$ cat config.mk
export PLATFORM = sky130hd
export DESIGN_NAME = spi_cmd_ram
export DESIGN_NICKNAME = d
export VERILOG_FILES = /design/src/rtl/spi_cmd_ram.sv
export SDC_FILE = /design/constraint.sdc
export NUM_CORES = 2
export LEC_CHECK = 0
export ABC_CLOCK_PERIOD_IN_PS = 2300
export BUFFER_PORTS_ARGS = -buffer_cell sky130_fd_sc_hd__buf_2
export CAP_MARGIN = 10
export CORE_MARGIN = 2
export CORE_UTILIZATION = 52
export CTS_CLUSTER_SIZE = 8
export DETAILED_ROUTE_END_ITERATION = 6
export PLACE_DENSITY = 0.76
export SLEW_MARGIN = 5
export SYNTH_ARGS = -nofsm -noshare
export SYNTH_HDL_FRONTEND = slang
export SYNTH_SLANG_ARGS = --single-unit
$ cat constraint.sdc
create_clock -name clk -period 2.3 [get_ports clk]
set_input_delay 0.46 -clock clk [delete_from_list [all_inputs] [get_ports clk]]
set_output_delay 0.46 -clock clk [all_outputs]
set_load 0.05 [all_outputs]
$ cat src/rtl/spi_cmd_ram.sv
// spi_cmd_ram: command-decoded single-port RAM that sits behind the SPI slave.
// Each frame is {cmd[1:0], payload[WORD_W-1:0]}:
//   00 WR_ADDR  load the write address
//   01 WR_DATA  write payload at wr_addr (post-increment when AUTO_INC)
//   10 RD_ADDR  load the read address
//   11 RD_DATA  fetch mem[rd_addr] and return it on the tx handshake
// Ports:
//   clk, rst_n          clock (rising edge), asynchronous active-low reset
//   rx_data/valid/ready frame input from the SPI slave; rx_ready = idle
//   tx_data/valid/ready read word back to the SPI slave; held until tx_ready
//   addr_err            one-cycle pulse when an address payload >= MEM_DEPTH
// ADDR_W = $clog2(MEM_DEPTH) must not exceed WORD_W.
//
// state | meaning
// IDLE  | ready for a frame; commands decoded on acceptance
// FETCH | one cycle: load tx_data from mem[rd_addr], raise tx_valid
// HOLD  | tx_valid high and stable until the slave asserts tx_ready
module spi_cmd_ram #(
  parameter int WORD_W    = 8,
  parameter int MEM_DEPTH = 256,
  parameter bit AUTO_INC  = 1'b1
) (
  input  logic              clk,
  input  logic              rst_n,
  input  logic [WORD_W+1:0] rx_data,
  input  logic              rx_valid,
  output logic              rx_ready,
  output logic [WORD_W-1:0] tx_data,
  output logic              tx_valid,
  input  logic              tx_ready,
  output logic              addr_err
);

  localparam int              ADDR_W    = (MEM_DEPTH > 1) ? $clog2(MEM_DEPTH) : 1;
  localparam logic [ADDR_W-1:0] LAST_ADDR = ADDR_W'(MEM_DEPTH - 1);
  localparam logic [WORD_W:0] DEPTH_EXT = (WORD_W + 1)'(MEM_DEPTH);

  localparam logic [1:0] CMD_WR_ADDR = 2'b00;
  localparam logic [1:0] CMD_WR_DATA = 2'b01;
  localparam logic [1:0] CMD_RD_ADDR = 2'b10;
  localparam logic [1:0] CMD_RD_DATA = 2'b11;

  typedef enum logic [1:0] {
    IDLE  = 2'd0,
    FETCH = 2'd1,
    HOLD  = 2'd2
  } state_t;

  state_t state_q, state_d;

  logic [WORD_W-1:0] mem [MEM_DEPTH];
  logic [ADDR_W-1:0] wr_addr, rd_addr;

  logic [1:0]        cmd;
  logic [WORD_W-1:0] payload;
  logic              accept;
  logic              addr_bad;

  assign cmd      = rx_data[WORD_W+1:WORD_W];
  assign payload  = rx_data[WORD_W-1:0];
  assign rx_ready = (state_q == IDLE);
  assign accept   = rx_valid && rx_ready;
  // Full-width compare also rejects any payload bits set above ADDR_W-1.
  assign addr_bad = {1'b0, payload} >= DEPTH_EXT;

  // Wraps at MEM_DEPTH-1 rather than at 2**ADDR_W so non-power-of-two depths work.
  function automatic logic [ADDR_W-1:0] next_addr(input logic [ADDR_W-1:0] a);
    return (a == LAST_ADDR) ? '0 : a + ADDR_W'(1);
  endfunction

  always_ff @(posedge clk or negedge rst_n) begin
    if (!rst_n) begin
      state_q <= IDLE;
    end else begin
      state_q <= state_d;
    end
  end

  always_comb begin
    state_d = state_q;
    unique case (state_q)
      IDLE:    if (accept && cmd == CMD_RD_DATA) state_d = FETCH;
      FETCH:   state_d = HOLD;
      HOLD:    if (tx_valid && tx_ready) state_d = IDLE;
      default: state_d = IDLE;
    endcase
  end

  // Accepts only happen in IDLE, so the command decode and the FETCH
  // rd_addr increment never compete for the same edge.
  always_ff @(posedge clk or negedge rst_n) begin
    if (!rst_n) begin
      wr_addr  <= '0;
      rd_addr  <= '0;
      tx_data  <= '0;
      tx_valid <= 1'b0;
      addr_err <= 1'b0;
    end else begin
      addr_err <= 1'b0;
      if (accept) begin
        unique case (cmd)
          CMD_WR_ADDR: begin
            if (addr_bad) addr_err <= 1'b1;
            else          wr_addr  <= payload[ADDR_W-1:0];
          end
          CMD_WR_DATA: begin
            if (AUTO_INC) wr_addr <= next_addr(wr_addr);
          end
          CMD_RD_ADDR: begin
            if (addr_bad) addr_err <= 1'b1;
            else          rd_addr  <= payload[ADDR_W-1:0];
          end
          default: ;
        endcase
      end
      if (state_q == FETCH) begin
        tx_data  <= mem[rd_addr];
        tx_valid <= 1'b1;
        if (AUTO_INC) rd_addr <= next_addr(rd_addr);
      end
      if (state_q == HOLD && tx_valid && tx_ready) begin
        tx_valid <= 1'b0;
      end
    end
  end

  // Storage is deliberately left out of reset.
  always_ff @(posedge clk) begin
    if (accept && cmd == CMD_WR_DATA) begin
      mem[wr_addr] <= payload;
    end
  end

endmodule

==> results.md <==
- Status: finished with violations
- Failing checks: setup timing
- Worst Path Required: 3.12 ns
- N_diodes: 0
- Crit path max fanout: 10
- Post-synth ARST share: 0.0130
- Vias in the first global route: 46600
- Via count: 46000
- Num CTS Buffers: 310
- GPL Wtd Cong: 0.907
- Fillers: 9439
- Detailed-route DRC error count: 0
- Final Total Pwr: 118 mW
- Layout cells sized above 1: 0.338
- HPWL after DPL: 128 mm
- Top FF cell, synth: edfxtp_1
- PD cells: 1180 nW/um2
- Mapped Area: 81100 um2
- Top-area cell type share of the netlist area: 0.758
- Leakage power: 33.4 nW
- Kind of cell adding the most delay to the critical path: buffers and inverters
- Setup WS post-layout: -0.660 ns
- Crit Path Class: flip-flop to flip-flop
- Critical Path End Type: flip-flop
- CP Cell Sequence: buf_12 -> buf_4 -> and4b_1 -> buf_12 -> a22oi_1 -> nand4_1 -> buf_4 -> a22o_1 -> nor3_2 -> buf_4 -> a221o_1
- Setup TNS: -5.02 ns
- First-pass GRT wire length: 318 mm
- Initial antenna violation count: 5
- Max-cap violations: 0
- Core footprint: 154000 um2
- Vias per inst: 6.54
- Slowest stage cell, crit path: dfrtp_4
- Yosys warning total: 0
- Final #Nets: 4954
- DIE AREA: 159000 um2
- First-iteration detailed-routing DRC count: 6953
- Initial Util: 0.525
- Max IR drop VDD: 872 uV
- Final ANT Viol Nets: 0
- Pre-antenna DRT Iters: 6
- Clk buf depth: 4
- Seq/Total Area, Yosys: 0.767
- Buffers on Ports: 23
- GRT overflow: 0
- Slew @ Worst Pin: 0.809 ns
- Largest net degree at the start of global routing: 79
- Max Clock Freq: 338 MHz
- Routed len/inst: 31.7 um
- WP buf/inv: 5
- Final Hold Viols: 0
- TritonCTS clock tree: yes
- Clock latency on the worst-skew pair: 0.90 ns
- Final Skew: 0.0598 ns
- HP Class: primary input to flip-flop
- Placed cell count: 6582
- Largest stage delay, worst path: 0.54 ns
- Post-synth EDFFs: 2048
- Final core utilization: 0.647
- Top cell by count, worst path: buf_4
- Slew HR: 0.461
- H-tree depth: 5
- Row cnt: 144
- Min Hold Slack: 0.120 ns
- RSZ-0062 raised after global routing: yes
- Final setup viols: 8
- Final period utilization: 1.29
- Arrival time at the worst endpoint: 3.78 ns
- CP startpoint kind: flip-flop
- Worst hold start: rx_data[9]
- Die X: 399 um
- Synthesized flop and latch total: 2075
- Ports: 25
- Area grow syn2layout: 23.2%
- Min cycle time layout: 2.96 ns
- CTS Sinks: 2075
- Clock-pin slew on the worst setup and hold paths: 0.05 ns
- Mean Syn Cell Area: 19.7 um2
- Reg2reg start: rd_addr[0]
- Area leader, netlist: edfxtp_1
- Fin. max-slew vios: 0
- Root buf cell: clkbuf_16
- Gate Count Post-Synth: 4124
- WL final: 223 mm
- Top cells by area, synth: edfxtp_1 (76%), mux4_2 (8.1%), mux2i_1 (5.2%), a22oi_1 (1.9%), nor2_1 (1.4%)
- GRT Util Overall: 0.277
- Crit path launch: rd_addr[0]
- Cell variety after synth: 59
- Die Span Y: 399 um
- Non-Filler Instances: 7030
- Syn nets: 4143
==> layout make-up <==
class / count / area [um2] / area share
Sequential cell: 2075 / 62200 / 0.623
Multi-Input combinational cell: 1786 / 19100 / 0.191
Clock buffer: 354 / 8110 / 0.0812
Timing Repair Buffer: 753 / 7800 / 0.0780
Tap cell: 2044 / 2560 / 0.0256
Clock inverter: 9 / 95.1 / 0.000952
Inverter: 9 / 33.8 / 0.000338
==> layer usage <==
layer | GRT usage | part of all wire
met1 | 0.368 | 0.36
met4 | 0.116 | 0.048
met2 | 0.440 | 0.48
met3 | 0.0667 | 0.12
met5 | 0 | 0.00017
==> timing repair <==
action,in CTS,in global routing
endpoints found under the setup margin,13,30
cloned,13,8
pin swaps,66,39
buffers inserted,26,38
hold buffers,8,0
resized for setup,172,94
hold endpoints to repair,119,0
==> state kept, by name (all words and copies together) (netlist names) <==
register	cells
rd_addr	8
tx_data	8
tx_valid	1
state_q	2
mem	2048
wr_addr	8
==> stage by stage <==
| step | instance area, um2 | setup WS [ns] |
|---|---|---|
| 2_1_floorplan | 81700 | -0.135 |
| 3_3_place_gp | 89300 | -1.24 |
| 4_1_cts | 99100 | -0.588 |
| 5_1_grt | 99900 | -0.645 |
| 3_5_place_dp | 89300 | -1.15 |
| 6_report | 99900 | -0.660 |
==> worst register-to-register path, stage by stage (launching register included) <==
cell and delay, ns:
dfrtp_4 0.54, buf_12 0.18, buf_4 0.15, and4b_1 0.30, buf_12 0.20, a22oi_1 0.38
nand4_1 0.16, buf_4 0.19, a22o_1 0.25, nor3_2 0.27, buf_4 0.17, a221o_1 0.10
==> layout by cell type, fill, tap and decap left out, drive strengths merged, types with 3 or more instances in the layout <==
cell | synthesis | layout
o31ai | 16 | 16
and2 | 6 | 6
mux2i | 425 | 425
o221ai | 50 | 50
a21oi | 35 | 35
o22ai | 55 | 55
a211oi | 34 | 34
a221oi | 8 | 8
inv | 9 | 15
and3 | 5 | 5
or2 | 3 | 3
and4b | 4 | 4
nand2b | 5 | 5
mux2 | 16 | 16
nor4b | 4 | 4
nor2b | 8 | 8
nor3 | 18 | 18
o2111ai | 8 | 8
nor2 | 297 | 297
nand3 | 68 | 68
a221o | 7 | 7
a22o | 18 | 18
nand2 | 86 | 86
dfrtp | 27 | 27
a31oi | 4 | 4
buf | 139 | 736
and4 | 10 | 10
nand4 | 28 | 28
edfxtp | 2048 | 2048
mux4 | 304 | 304
nand3b | 4 | 4
clkbuf | 115 | 362
ha | 5 | 5
and4bb | 3 | 3
o21ai | 33 | 33
dlygate4sd3 | 0 | 8
nor4bb | 3 | 3
a22oi | 202 | 202
==> Yosys cell counts, types with 3 or more instances <==
library cell,count
edfxtp_1,2048
mux2i_1,425
nor2_1,297
mux4_2,290
a22oi_1,202
clkbuf_1,113
nand2_1,86
nand3_1,68
buf_2,65
o22ai_1,55
o221ai_1,50
a21oi_1,35
a211oi_1,34
buf_4,34
o21ai_0,33
nand4_1,28
dfrtp_1,27
buf_6,23
a22o_1,18
mux2_2,16
nor3_1,16
o31ai_1,16
mux4_1,14
buf_1,11
and4_1,10
a221oi_1,8
nor2b_1,8
o2111ai_1,8
a221o_1,7
inv_1,7
and2_1,6
and3_1,5
ha_1,5
nand2b_1,5
a31oi_1,4
and4b_1,4
buf_12,4
nand3b_1,4
and4bb_2,3
nor4bb_1,3
or2_2,3
==> cells by family after synthesis <==
group,after synthesis,synth area share
adders and majority gates,5,0.000771
buffers and inverters,263,0.0180
DFF,2075,0.767
AOI/OAI and AO/OA,478,0.0430
muxes,745,0.140
other,1,0.0000462
and+or+nand+nor,557,0.0318
==> power breakdown <==
group | switching (mW) | internal, mW
Clock | 15.1 | 24.5
Combinational | 20.0 | 16.4
Sequential | 0.494 | 41.9
==> worst paths after layout <==
path	to	slack (ns)	cells after the start
max in group asynchronous	rd_addr[0]	1.51	2
min in group asynchronous	wr_addr[2]	0.20	2
hold reg to reg	rd_addr[7]	0.52	2
hold / removal	state_q[0]	0.12	3
setup / recovery	tx_data[5]	-0.66	11
setup reg to reg	tx_data[5]	-0.66	11
Note: power is estimated with default switching activity, not from simulation.
